## src/rtl/stream_credit_tx_pkg.sv

```systemverilog
// Shared types and helpers for the credit-based stream transmitter.
package stream_credit_tx_pkg;

    typedef enum logic [1:0] {
        ST_INIT  = 2'd0,
        ST_RUN   = 2'd1,
        ST_FLUSH = 2'd2
    } state_e;

    function automatic int cnt_width(input int credit_max);
        return $clog2(credit_max + 1);
    endfunction

endpackage

```

## src/rtl/stream_credit_tx_credit_counter.sv

```systemverilog
// Credit counter: load on init, count sends/returns, saturate and flag overflow.
module credit_counter
    import stream_credit_tx_pkg::*;
#(
    parameter int CREDIT_MAX = 4,
    parameter int CNT_WIDTH  = cnt_width(CREDIT_MAX)
) (
    input  logic                 clk,
    input  logic                 rst_n,
    input  logic                 load_i,
    input  logic                 dec_i,
    input  logic                 inc_i,
    output logic [CNT_WIDTH-1:0] cnt_o,
    output logic                 err_o
);

    localparam logic [CNT_WIDTH-1:0] MAX = CNT_WIDTH'(CREDIT_MAX);
    localparam logic [CNT_WIDTH-1:0] ONE = CNT_WIDTH'(1);

    logic [CNT_WIDTH-1:0] cnt_q, cnt_d;
    logic                 err_q, err_d;

    always_comb begin
        cnt_d = cnt_q;
        err_d = err_q;
        if (load_i) begin
            cnt_d = MAX;
        end else if (dec_i && !inc_i) begin
            cnt_d = cnt_q - ONE;
        end else if (inc_i && !dec_i) begin
            // A return with nothing outstanding is a protocol error.
            if (cnt_q == MAX) begin
                err_d = 1'b1;
            end else begin
                cnt_d = cnt_q + ONE;
            end
        end
    end

    always_ff @(posedge clk) begin
        if (!rst_n) begin
            cnt_q <= '0;
            err_q <= 1'b0;
        end else begin
            cnt_q <= cnt_d;
            err_q <= err_d;
        end
    end

    assign cnt_o = cnt_q;
    assign err_o = err_q;

endmodule

```

## src/rtl/stream_credit_tx.sv

```systemverilog
// Credit-based transmitter: valid/ready in, registered valid-only link out.
module stream_credit_tx
    import stream_credit_tx_pkg::*;
#(
    parameter int DATA_WIDTH = 32,
    parameter int CREDIT_MAX = 4,
    localparam int CNT_WIDTH = cnt_width(CREDIT_MAX)
) (
    input  logic                  clk,
    input  logic                  rst_n,
    input  logic                  s_valid_i,
    output logic                  s_ready_o,
    input  logic [DATA_WIDTH-1:0] s_data_i,
    output logic                  tx_valid_o,
    output logic [DATA_WIDTH-1:0] tx_data_o,
    input  logic                  credit_ret_i,
    input  logic                  flush_i,
    output logic                  flush_done_o,
    output logic [CNT_WIDTH-1:0]  credit_cnt_o,
    output logic                  err_o
);

    localparam logic [CNT_WIDTH-1:0] MAX = CNT_WIDTH'(CREDIT_MAX);

    state_e                state_q, state_d;
    logic                  hold_v_q, hold_v_d;
    logic [DATA_WIDTH-1:0] hold_q, hold_d;
    logic                  txv_q, txv_d;
    logic [DATA_WIDTH-1:0] txd_q, txd_d;
    logic                  done_q, done_d;

    logic [CNT_WIDTH-1:0]  cnt;
    logic                  accept;
    logic                  cand_v;
    logic [DATA_WIDTH-1:0] cand;
    logic                  has_credit;
    logic                  send;
    logic                  load;
    logic                  inc;

    assign s_ready_o  = (state_q == ST_RUN) && !hold_v_q;
    assign accept     = s_valid_i && s_ready_o;
    assign cand_v     = hold_v_q || accept;
    assign cand       = hold_v_q ? hold_q : s_data_i;
    assign has_credit = (cnt != '0);
    assign send       = cand_v && has_credit;
    assign load       = (state_q == ST_INIT);
    assign inc        = credit_ret_i && (state_q != ST_INIT);

    always_comb begin
        state_d  = state_q;
        hold_v_d = hold_v_q;
        hold_d   = hold_q;
        txv_d    = send;
        txd_d    = txd_q;
        done_d   = 1'b0;
        if (send) begin
            txd_d = cand;
        end
        if (send && hold_v_q) begin
            hold_v_d = 1'b0;
        end
        // Accept only happens with hold empty, so the stall slot is free.
        if (accept && !has_credit) begin
            hold_v_d = 1'b1;
            hold_d   = s_data_i;
        end
        unique case (state_q)
            ST_INIT: state_d = ST_RUN;
            ST_RUN: begin
                if (flush_i) begin
                    state_d = ST_FLUSH;
                end
            end
            ST_FLUSH: begin
                if (!hold_v_q && cnt == MAX) begin
                    state_d = ST_RUN;
                    done_d  = 1'b1;
                end
            end
            default: state_d = ST_INIT;
        endcase
    end

    always_ff @(posedge clk) begin
        if (!rst_n) begin
            state_q  <= ST_INIT;
            hold_v_q <= 1'b0;
            hold_q   <= '0;
            txv_q    <= 1'b0;
            txd_q    <= '0;
            done_q   <= 1'b0;
        end else begin
            state_q  <= state_d;
            hold_v_q <= hold_v_d;
            hold_q   <= hold_d;
            txv_q    <= txv_d;
            txd_q    <= txd_d;
            done_q   <= done_d;
        end
    end

    credit_counter #(
        .CREDIT_MAX (CREDIT_MAX),
        .CNT_WIDTH  (CNT_WIDTH)
    ) u_credit (
        .clk    (clk),
        .rst_n  (rst_n),
        .load_i (load),
        .dec_i  (send),
        .inc_i  (inc),
        .cnt_o  (cnt),
        .err_o  (err_o)
    );

    assign tx_valid_o   = txv_q;
    assign tx_data_o    = txd_q;
    assign flush_done_o = done_q;
    assign credit_cnt_o = cnt;

endmodule

```

## config.mk

```make
export PLATFORM = sky130hd
export DESIGN_NAME = stream_credit_tx
export DESIGN_NICKNAME = d
export VERILOG_FILES = /design/src/rtl/stream_credit_tx_pkg.sv /design/src/rtl/stream_credit_tx_credit_counter.sv /design/src/rtl/stream_credit_tx.sv
export SDC_FILE = /design/constraint.sdc
export NUM_CORES = 1
export LEC_CHECK = 0
export ABC_AREA = 1
export ABC_CLOCK_PERIOD_IN_PS = 3100
export CORE_UTILIZATION = 35
export DETAILED_ROUTE_END_ITERATION = 10
export GPL_ROUTABILITY_DRIVEN = 0
export PLACE_DENSITY = 0.55
export SYNTH_ARGS = -nofsm -noshare
export SYNTH_HDL_FRONTEND = slang
export SYNTH_SLANG_ARGS = --single-unit
```

## constraint.sdc

```tcl
create_clock -name clk -period 3.1 [get_ports clk]
set_clock_uncertainty 0.2 [all_clocks]
set_input_delay 0.31 -clock clk [delete_from_list [all_inputs] [get_ports clk]]
set_output_delay 0.31 -clock clk [all_outputs]
set_load 0.01 [all_outputs]
```

After elaboration in Yosys (flattened, before gate mapping)
Cells that the tools add are included.
Cells by class
  add/sub/neg operators: 2
  equality and inequality tests: 7
  mux-type cells: 11
  bitwise logic cells: 3
  reductions and logical operators: 26
Operator list (count)
  $mux 32: 1
  $mux 3: 4
  $logic_and 1x1->1: 9
  $reduce_and 2->1: 4
  $pmux 2 s3: 1
  $reduce_bool 2->1: 3
  $reduce_bool 3->1: 2
  $logic_not 1->1: 4
  $mux 2: 2
  $ne 2x2->1 const B: 2
  $reduce_and 4->1: 1
  $add 3x1->3 const B: 1
  $eq 3x3->1 const B: 1
  $mux 1: 3
  $ne 3x2->1 const B: 1
  $not 1->1: 3
  $sub 3x1->3 const B: 1
  $eq 2x1->1 const B: 1
  $eq 2x2->1 const B: 1
  $logic_not 2->1: 1
  $ne 2x1->1 const B: 1
  $reduce_or 2->1: 1
  $logic_or 1x1->1: 1
Storage, ports and cells
  register bits after elaboration: 73
  bits of input ports: 37
  output and inout port bits: 39
  word-level logic and storage cells: 58

Longest topological paths before layout
Gate-level depths: netlist of run 1.
  word-level depth: 10
  mapped depth: 17
  gate-level depth less buffers: 15

Modules after synthesis
A second synthesis of run 1 with hierarchy kept.
Second synthesis, totals
  cell total of the unflattened synthesis: 545
  area total of the unflattened synthesis: 3721.1 µm²
By module, submodules not included
  stream_credit_tx: instances 1, cells each 492, area each 3388.2 µm², sequential area each 1381.3 µm²
  credit_counter: instances 1, cells each 53, area each 332.8 µm², sequential area each 80.1 µm²

Worst setup path before layout of run 1
OpenSTA, ideal clock, no wires.
  kind: register -> register
  from: register u_credit.cnt_q[1], in the netlist u_credit.cnt_o[1]
  to: register u_credit.cnt_q[2], in the netlist u_credit.cnt_o[2]
  setup time: 117 ps
  arrival time: 1896 ps
  required time: 2783 ps
  path slack: 887 ps
  cell stages (with the launch flop): 16
  buffers on the path: 2
  clock period less this slack: 2213 ps
  cell sequence: dfxtp_1 nor2_4 nand2_4 buf_8 buf_6 nand2_2 inv_1 ha_1 xor2_1 ha_1 inv_1 nand2_1 nand3_1 nand2_1 nor2_1 nor2_1
Between the ends
  cells in the longest elaborated chain, start to end: 6
  elaborated cells between the ends (all ways): 15
  classes of those cells: add/sub: 2; eq/ne: 2; mux: 4; reduce/logical: 7
RTL lines
  start: declaration: RTL line stream_credit_tx_credit_counter.sv:20  | logic [CNT_WIDTH-1:0] cnt_q, cnt_d;
  start signal: assignment: RTL line stream_credit_tx_credit_counter.sv:45  | cnt_q <= cnt_d;
  $reduce_bool 3->1 (*): RTL line stream_credit_tx.sv:45  | assign has_credit = (cnt != '0);
  $logic_and 1x1->1 (*): RTL line stream_credit_tx.sv:46  | assign send = cand_v && has_credit;
  via send: RTL line stream_credit_tx.sv:37  | logic send;
  $logic_not 1->1: RTL line stream_credit_tx_credit_counter.sv:30  | end else if (inc_i && !dec_i) begin
  $logic_and 1x1->1: RTL line stream_credit_tx_credit_counter.sv:30
  $reduce_bool 3->1 (no source line)
  $reduce_and 2->1 (no source line)
Mark *: on every way through the listed nets, which the timed path passes. The rest lies on a longest branch. The select of a mux whose other input is x is not followed.
A chain may end at the register's enable or synchronous reset.

Worst setup path after layout of run 1
  from: register state_q[0]
  to: register u_credit.cnt_q[2], in the netlist u_credit.cnt_o[2]
Between the ends
  cells in the longest elaborated chain, start to end: 9
  elaborated cells between the ends (all ways): 17
  classes of those cells: eq/ne: 2; mux: 2; reduce/logical: 13
RTL lines
  start: declaration: RTL line stream_credit_tx.sv:25  | state_e state_q, state_d;
  start signal: assignment: RTL line stream_credit_tx.sv:94  | state_q <= state_d;
  $eq 2x1->1 (*): RTL line stream_credit_tx.sv:41  | assign s_ready_o = (state_q == ST_RUN) && !hold_v_q;
  $logic_and 1x1->1 (*): RTL line stream_credit_tx.sv:41
  $logic_and 1x1->1 (*): RTL line stream_credit_tx.sv:42  | assign accept = s_valid_i && s_ready_o;
  $logic_or 1x1->1 (*): RTL line stream_credit_tx.sv:43  | assign cand_v = hold_v_q || accept;
  $logic_and 1x1->1 (*): RTL line stream_credit_tx.sv:46
  via send: RTL line stream_credit_tx.sv:37
  $logic_not 1->1: RTL line stream_credit_tx_credit_counter.sv:30
  $logic_and 1x1->1: RTL line stream_credit_tx_credit_counter.sv:30
  $reduce_bool 3->1 (no source line)
  $reduce_and 2->1 (no source line)
Mark *: on every way through the listed nets, which the timed path passes. The rest lies on a longest branch.

==> results of run 1 <==
==> tightest hold or removal path, delay by kind of cell <==
kind | cells | cell delay, ns
and+or+nand+nor | 2 | 0.15
buffers and inverters | 1 | 0.24
==> registers in the layout (all words and copies together) (netlist names) <==
signal	flops
hold_q	32
tx_data_o	32
u_credit.cnt_o	3
state_q	2
flush_done_o	1
hold_v_q	1
tx_valid_o	1
u_credit.err_o	1
==> cells by family (layout without fill, tap and decap cells) <==
group	count (synthesis)	count (layout)	synth area share (%)
and+or+nand+nor	298	298	34.8
buffers and inverters	88	146	12.8
DFF	73	73	38.0
AOI/OAI and AO/OA	72	72	12.9
adders and majority gates	4	4	1.30
xor gates and xnor gates	1	1	0.228
==> per-stage QoR <==
step / worst slack (ns) / total power (uW)
after floorplan: 0.887 / 1510
after global placement: 0.756 / 1650
after detailed placement: 0.644 / 1660
after CTS: 0.958 / 2410
after global routing: 0.786 / 2510
final: 0.963 / 2380
==> area by class of cell <==
cell class	instances	area, um2	area share (%)
multi-input combinational	375	1890	40.4
sequential	73	1460	31.2
timing repair buffer	80	783	16.7
inverter	50	188	4.01
tap	136	170	3.63
clock buffer	13	149	3.18
clock inverter	3	40.0	0.854
==> cell usage in the layout, fill, tap and decap left out, types with 2 or more instances in the layout <==
cell type          n
nand2_1          111
nor2_1           103
clkdlybuf4s50_1   74
dfxtp_1           72
nand3_1           56
inv_1             48
o21a_1            32
a21oi_1           26
nand3_2           17
a21oi_2           10
clkbuf_8          10
buf_4              5
ha_1               4
clkbuf_1           3
inv_2              2
nand2_2            2
nor2_4             2
a21boi_0           2
clkinv_2           2
==> layer usage <==
metal,share of wire (%),global-route usage [%]
met5,0,0
met4,1.0,5.87
met3,4.0,2.55
met2,46,27.8
met1,49,21.5
==> power by group <==
group / switching [uW] / internal [uW] / leakage [uW]
clock: 350 / 393 / 0.0000974
sequential: 44.8 / 1010 / 0.000596
combinational: 337 / 241 / 0.00123
total: 732 / 1650 / 0.00192
==> worst paths after layout <==
kind / start / to / slack, ns / cells past startpoint
worst max-delay path: state_q[0]$_SDFFE_PN0P_ / u_credit.cnt_o[2]$_SDFFE_PN0P_ / 0.96 / 14
worst min-delay path: rst_n / hold_q[10]$_SDFFE_PN0P_ / 0.22 / 3
worst max register to register: state_q[0]$_SDFFE_PN0P_ / u_credit.cnt_o[2]$_SDFFE_PN0P_ / 0.96 / 14
worst min register to register: u_credit.err_o$_SDFFE_PN0P_ / u_credit.err_o$_SDFFE_PN0P_ / 0.26 / 2
==> flow_summary_export.csv, run 1 <==
group,metric,value,unit
timing,final.setup.tns,0,ns
timing,clock.fmax,468,MHz
timing,finalSetupViolCount,0,
cells_and_area,final_layout_size_suffix_gt1_share,9.60,%
clocking,post_cts_buffers,0,
global_route,grt-ovfl-total,0,
global_route,grt_max_degree,66,
yosys,yosysUniqueCellTypes,30,
yosys,synth_area_per_cell,7.18,um2
cells_and_area,fin_nets,630,
yosys,synth-async-reset-ratio,0,%
yosys,synth_warnings,0,
worst_hold_path,hold_class,"input pin to register",
cells_and_area,stdcell_count,730,
timing,finalMaxSlewViolations,0,
clocking,clockBufferDepth,2,
yosys,synth_largest_area_cell,"dfxtp_1",
clocking,htree_levels,3,
clocking,clkTransAtPathRegs,0.08,ns
cells_and_area,num-fill-cells,1102,
placed_design,hpwl,5430,um
routing,routed_wl,8960,um
clocking,cts_hold_buf,0,
critical_path,arrival,2.17,ns
cells_and_area,final_area,0.00469,mm2
cells_and_area,syn_to_final_growth,21.8,%
floorplanning,dieArea,0.0114,mm2
critical_path,critPathTopFamily,"simple AND/OR/NAND/NOR gates",
floorplanning,fp.dieH,107,um
yosys,synth_edf_count,0,
floorplanning,die_w,107,um
routing,viasPerCell,4.69,
yosys,ys.flop_type,"dfxtp_1",
timing,fin_hold_ws,0.219,ns
global_route,grt_pass1_wl,15200,um
global_route,grt_pass1_vias,3219,
yosys,netlist_top_cells_count,"111 x nand2_1, 103 x nor2_1, 73 x dfxtp_1",
timing,finalHoldViolations,0,
floorplanning,core-area,0.0105,mm2
routing,wl_per_cell,12.3,um
timing,period_needed,2.14,ns
cells_and_area,n_antenna_cell,0,
timing,max_slew_margin,43.8,%
critical_path,startpoint_type,"register",
yosys,synthCells,536,
cells_and_area,fin_util,44.6,%
clocking,clk_latency,0.34,ns
critical_path,path_max_fanout,8,
routing,drc,0,
critical_path,cpPeakStageDelay,0.48,ns
routing,vias,3421,
timing,fin_crit_sh,68.9,%
placed_design,placed_area,0.00450,mm2
pwr,p_leak,0.00192,uW
clocking,cts_tree,"done",
yosys,synth_fp_nets,577,
critical_path,cp_slowest_cell,"dfxtp_1",
placed_design,portBuffers,75,
critical_path,crit_buf_inv,3,
pwr,ir_worst_vdd,213,uV
floorplanning,num_rows,37,
status,status,"finished clean",
critical_path,critical_path_class,"register to register",
clocking,post_cts_resized,0,
clocking,cts_buffers,9,
placed_design,dp_cells,714,
yosys,ys_top_cells_by_area,"dfxtp_1 38%, nand2_1 11%, nor2_1 10%, nand3_1 7.3%, o21a_1 6.2%",
clocking,root_buffer,"clkbuf_8",
timing,worst_slew_pin_slew,0.843,ns
routing,drtAntennaViolNets,0,
flow_run,drv_cap,0,
yosys,ys_seq_elements,73,
floorplanning,ios,76,
pwr,power_density,508,mW/mm2
critical_path,end_kind,"register",
yosys,ys_seq_area_share,38.0,%
routing,drt_iter0_markers,156,
yosys,yosysMostFrequentCell,"nand2_1",
critical_path,crit_chain,"nand2_2 -> o21bai_4 -> nand2_2 -> inv_1 -> ha_1 -> xor2_1 -> ha_1 -> inv_1 -> nand2_1 -> inv_1 -> nand2_1 -> nand2_1 -> nor2_1 -> nor2_1",
critical_path,required,3.13,ns
routing,firstDrtPassIters,4,
global_route,track_usage,16.6,%
timing,rsz0062_at_grt,"false",
global_route,antenna_found_initial,0,
floorplanning,start_util,36.6,%
yosys,syn_area,0.00385,mm2
clocking,numClockSinks,73,
yosys,yosysTopAreaCellShare,38.0,%
(Power assumes the default switching activity.)
==> run 2, diff against run 1 <==
- ABC_CLOCK_PERIOD_IN_PS: 3100 -> 1950
- PLACE_DENSITY: 0.55 -> 0.57
- clock period: 3.1 -> 1.95 ns (I/O delays scaled with it)
==> run 2 against run 1 <==
  * Register-to-register slack worse by 0.84 ns
  * Via count down 0.41%
  * Cell count increased by 1.5%
  * Critical path depth grew 1
  * Clock power is 57% higher
  * Worst hold slack gained 0.037 ns
  * Critical path type unchanged
  * Critical endpoint unchanged
==> flow_summary_export.csv, run 2 (synthesized netlist as in run 1, its figures left out) <==
group,metric,value,unit
cells_and_area,final_cell_mix,"109 x nand2_1, 103 x nor2_1, 73 x clkdlybuf4s50_1",
routing,drc,0,
cells_and_area,fin_nets,641,
placed_design,placed_area,0.00465,mm2
global_route,grt_max_degree,67,
routing,vias,3407,
cells_and_area,stdcell_count,741,
timing,worst_slew_pin_slew,0.617,ns
timing,finalSetupViolCount,0,
placed_design,dp_cells,723,
placed_design,portBuffers,75,
critical_path,ff2ff_setup_slack,0.13,ns
global_route,grt_pass1_wl,14900,um
critical_path,critical_path_class,"register to register",
floorplanning,start_util,36.6,%
routing,drtAntennaViolNets,0,
pwr,power_density,786,mW/mm2
critical_path,path_max_fanout,6,
critical_path,arrival,1.86,ns
timing,period_needed,1.82,ns
global_route,grt-ovfl-total,0,
critical_path,cp.depth,15,
timing,clock.fmax,549,MHz
cells_and_area,final_area,0.00487,mm2
floorplanning,core-area,0.0105,mm2
timing,final.setup.tns,0,ns
clocking,root_buffer,"clkbuf_8",
worst_hold_path,hold_path_depth,2,
critical_path,reg2reg_to,"u_credit.cnt_o[2]$_SDFFE_PN0P_",
pwr,netSwitchingFraction,30.2,%
critical_path,cp_slowest_cell,"dfxtp_2",
pwr,pwr-share-clk,30.4,%
flow_run,drv_cap,0,
floorplanning,ios,76,
clocking,numClockSinks,73,
clocking,htree_levels,3,
cells_and_area,n_antenna_cell,0,
cells_and_area,regArea,0.00147,mm2
floorplanning,num_rows,37,
routing,routed_wl,8750,um
clocking,cts_buffers,9,
timing,max_slew_margin,58.9,%
cells_and_area,layout_commonest_cell,"nand2_1",
critical_path,critPathCapture,"u_credit.cnt_o[2]$_SDFFE_PN0P_",
critical_path,startpoint_type,"register",
timing,fin_crit_sh,93.5,%
pwr,pwr-share-comb,25.6,%
pwr,seqPwrFrac,43.9,%
floorplanning,die_w,107,um
worst_hold_path,worstHoldStart,"u_credit.err_o$_SDFFE_PN0P_",
global_route,antenna_found_initial,0,
critical_path,crit_chain,"inv_4 -> nand2_4 -> o21bai_4 -> nand2_4 -> inv_2 -> ha_4 -> xor2_2 -> ha_2 -> inv_1 -> nand2_2 -> inv_1 -> nand2_1 -> nand2_1 -> nor2_1 -> nor2_1",
timing,rsz0062_at_grt,"false",
cells_and_area,multiInputGateArea,0.00193,mm2
routing,viasPerCell,4.60,
floorplanning,fp.dieH,107,um
clocking,clkTransAtPathRegs,0.08,ns
cells_and_area,syn_to_final_growth,26.7,%
cells_and_area,num-fill-cells,1106,
critical_path,crit_start,"state_q[1]$_SDFFE_PN0P_",
pwr,ir_worst_vdd,332,uV
worst_hold_path,hold_class,"register to register",
clocking,clk_latency,0.34,ns
global_route,grt_pass1_vias,3227,
critical_path,crit_buf_inv,4,
timing,finalHoldViolations,0,
critical_path,cpPeakStageDelay,0.34,ns
global_route,track_usage,16.2,%
clocking,clockBufferDepth,2,
pwr,p_int,2670,uW
critical_path,critPathTopFamily,"simple AND/OR/NAND/NOR gates",
critical_path,reg2regPathDepth,15,
routing,wl_per_cell,11.8,um
clocking,cts_tree,"done",
pwr,p_sw,1160,uW
routing,firstDrtPassIters,4,
timing,finalMaxSlewViolations,0,
critical_path,r2r_start,"state_q[1]$_SDFFE_PN0P_",
critical_path,end_kind,"register",
critical_path,required,1.99,ns
floorplanning,dieArea,0.0114,mm2
placed_design,hpwl,5570,um
pwr,p_leak,0.00201,uW
routing,drt_iter0_markers,120,
status,status,"finished clean",
cells_and_area,final_layout_size_suffix_gt1_share,12.9,%
## run 2: cell types whose count changed in the layout (fill, tap and decap cells not counted), sizes merged
cell / before / now
buf: 6 / 16
clkdlybuf4s50: 74 / 73
dlymetal6s2s: 0 / 1
dlygate4sd3: 0 / 1
## run 2: timing repair
action,4_1_cts,5_1_grt
setup endpoints to repair,0,2
hold buffers,1,0
buffers inserted,0,1
endpoints found under the hold margin,1,0
gates resized for setup,0,7
## run 2: through the flow
stage	worst slack (ns)	hold WS, ns	power [uW]	utilization (%)
after floorplan	-0.134	0.160	2420	-
after global placement	-0.220	0.240	2690	44.2
after detailed placement	-0.239	0.246	2700	44.2
after CTS	0.0281	0.260	3890	46.1
after global routing	0.00130	0.281	4080	46.4
final	0.128	0.256	3830	46.4
## run 2: layer usage
layer / vias up / wire length [um] / global-route usage [%]
met4: 0 / 97 / 6.07
met1: 1525 / 4450 / 21.6
met3: 9 / 310 / 2.92
met5: - / 0 / 0
met2: 59 / 3890 / 26.0
li1: 1814 / - / -
## run 2: layout make-up
type                    count  share of cell area [%]
inverters                  50                    3.90
clock inverters             3                   0.821
clock buffers              13                    3.05
repair buffers             91                    18.9
well taps                 136                    3.49
flip-flops and latches     73                    30.2
multi-input cells         375                    39.6
## run 2: power groups by stage
stage / clock network (uW) / logic (uW) / registers, uW
5_1_grt: 1290 / 1090 / 1700
6_report: 1170 / 982 / 1680
4_1_cts: 1220 / 992 / 1680
2_1_floorplan: 0 / 687 / 1730
3_3_place_gp: 0 / 980 / 1710
3_5_place_dp: 0 / 987 / 1720
## run 2: worst min-delay path by stage
stage,endpoint,slack [ns]
finish,u_credit.err_o$_SDFFE_PN0P_,0.26
global route,u_credit.err_o$_SDFFE_PN0P_,0.28
CTS,u_credit.err_o$_SDFFE_PN0P_,0.26
detailed placement,u_credit.err_o$_SDFFE_PN0P_,0.25
global placement,u_credit.err_o$_SDFFE_PN0P_,0.24
floorplan,state_q[1]$_SDFFE_PN0P_,0.16
## run 2: tightest hold or removal path, stage by stage (launching register included)
cell and delay, ns:
dfxtp_1 0.32, inv_1 0.05, a21oi_1 0.05
==> run 3, diff against run 2 <==
- CTS_CLUSTER_DIAMETER: unset -> 40
==> results of run 3 <==
The final DEF is identical to that of run 2; final timing and power are the same.
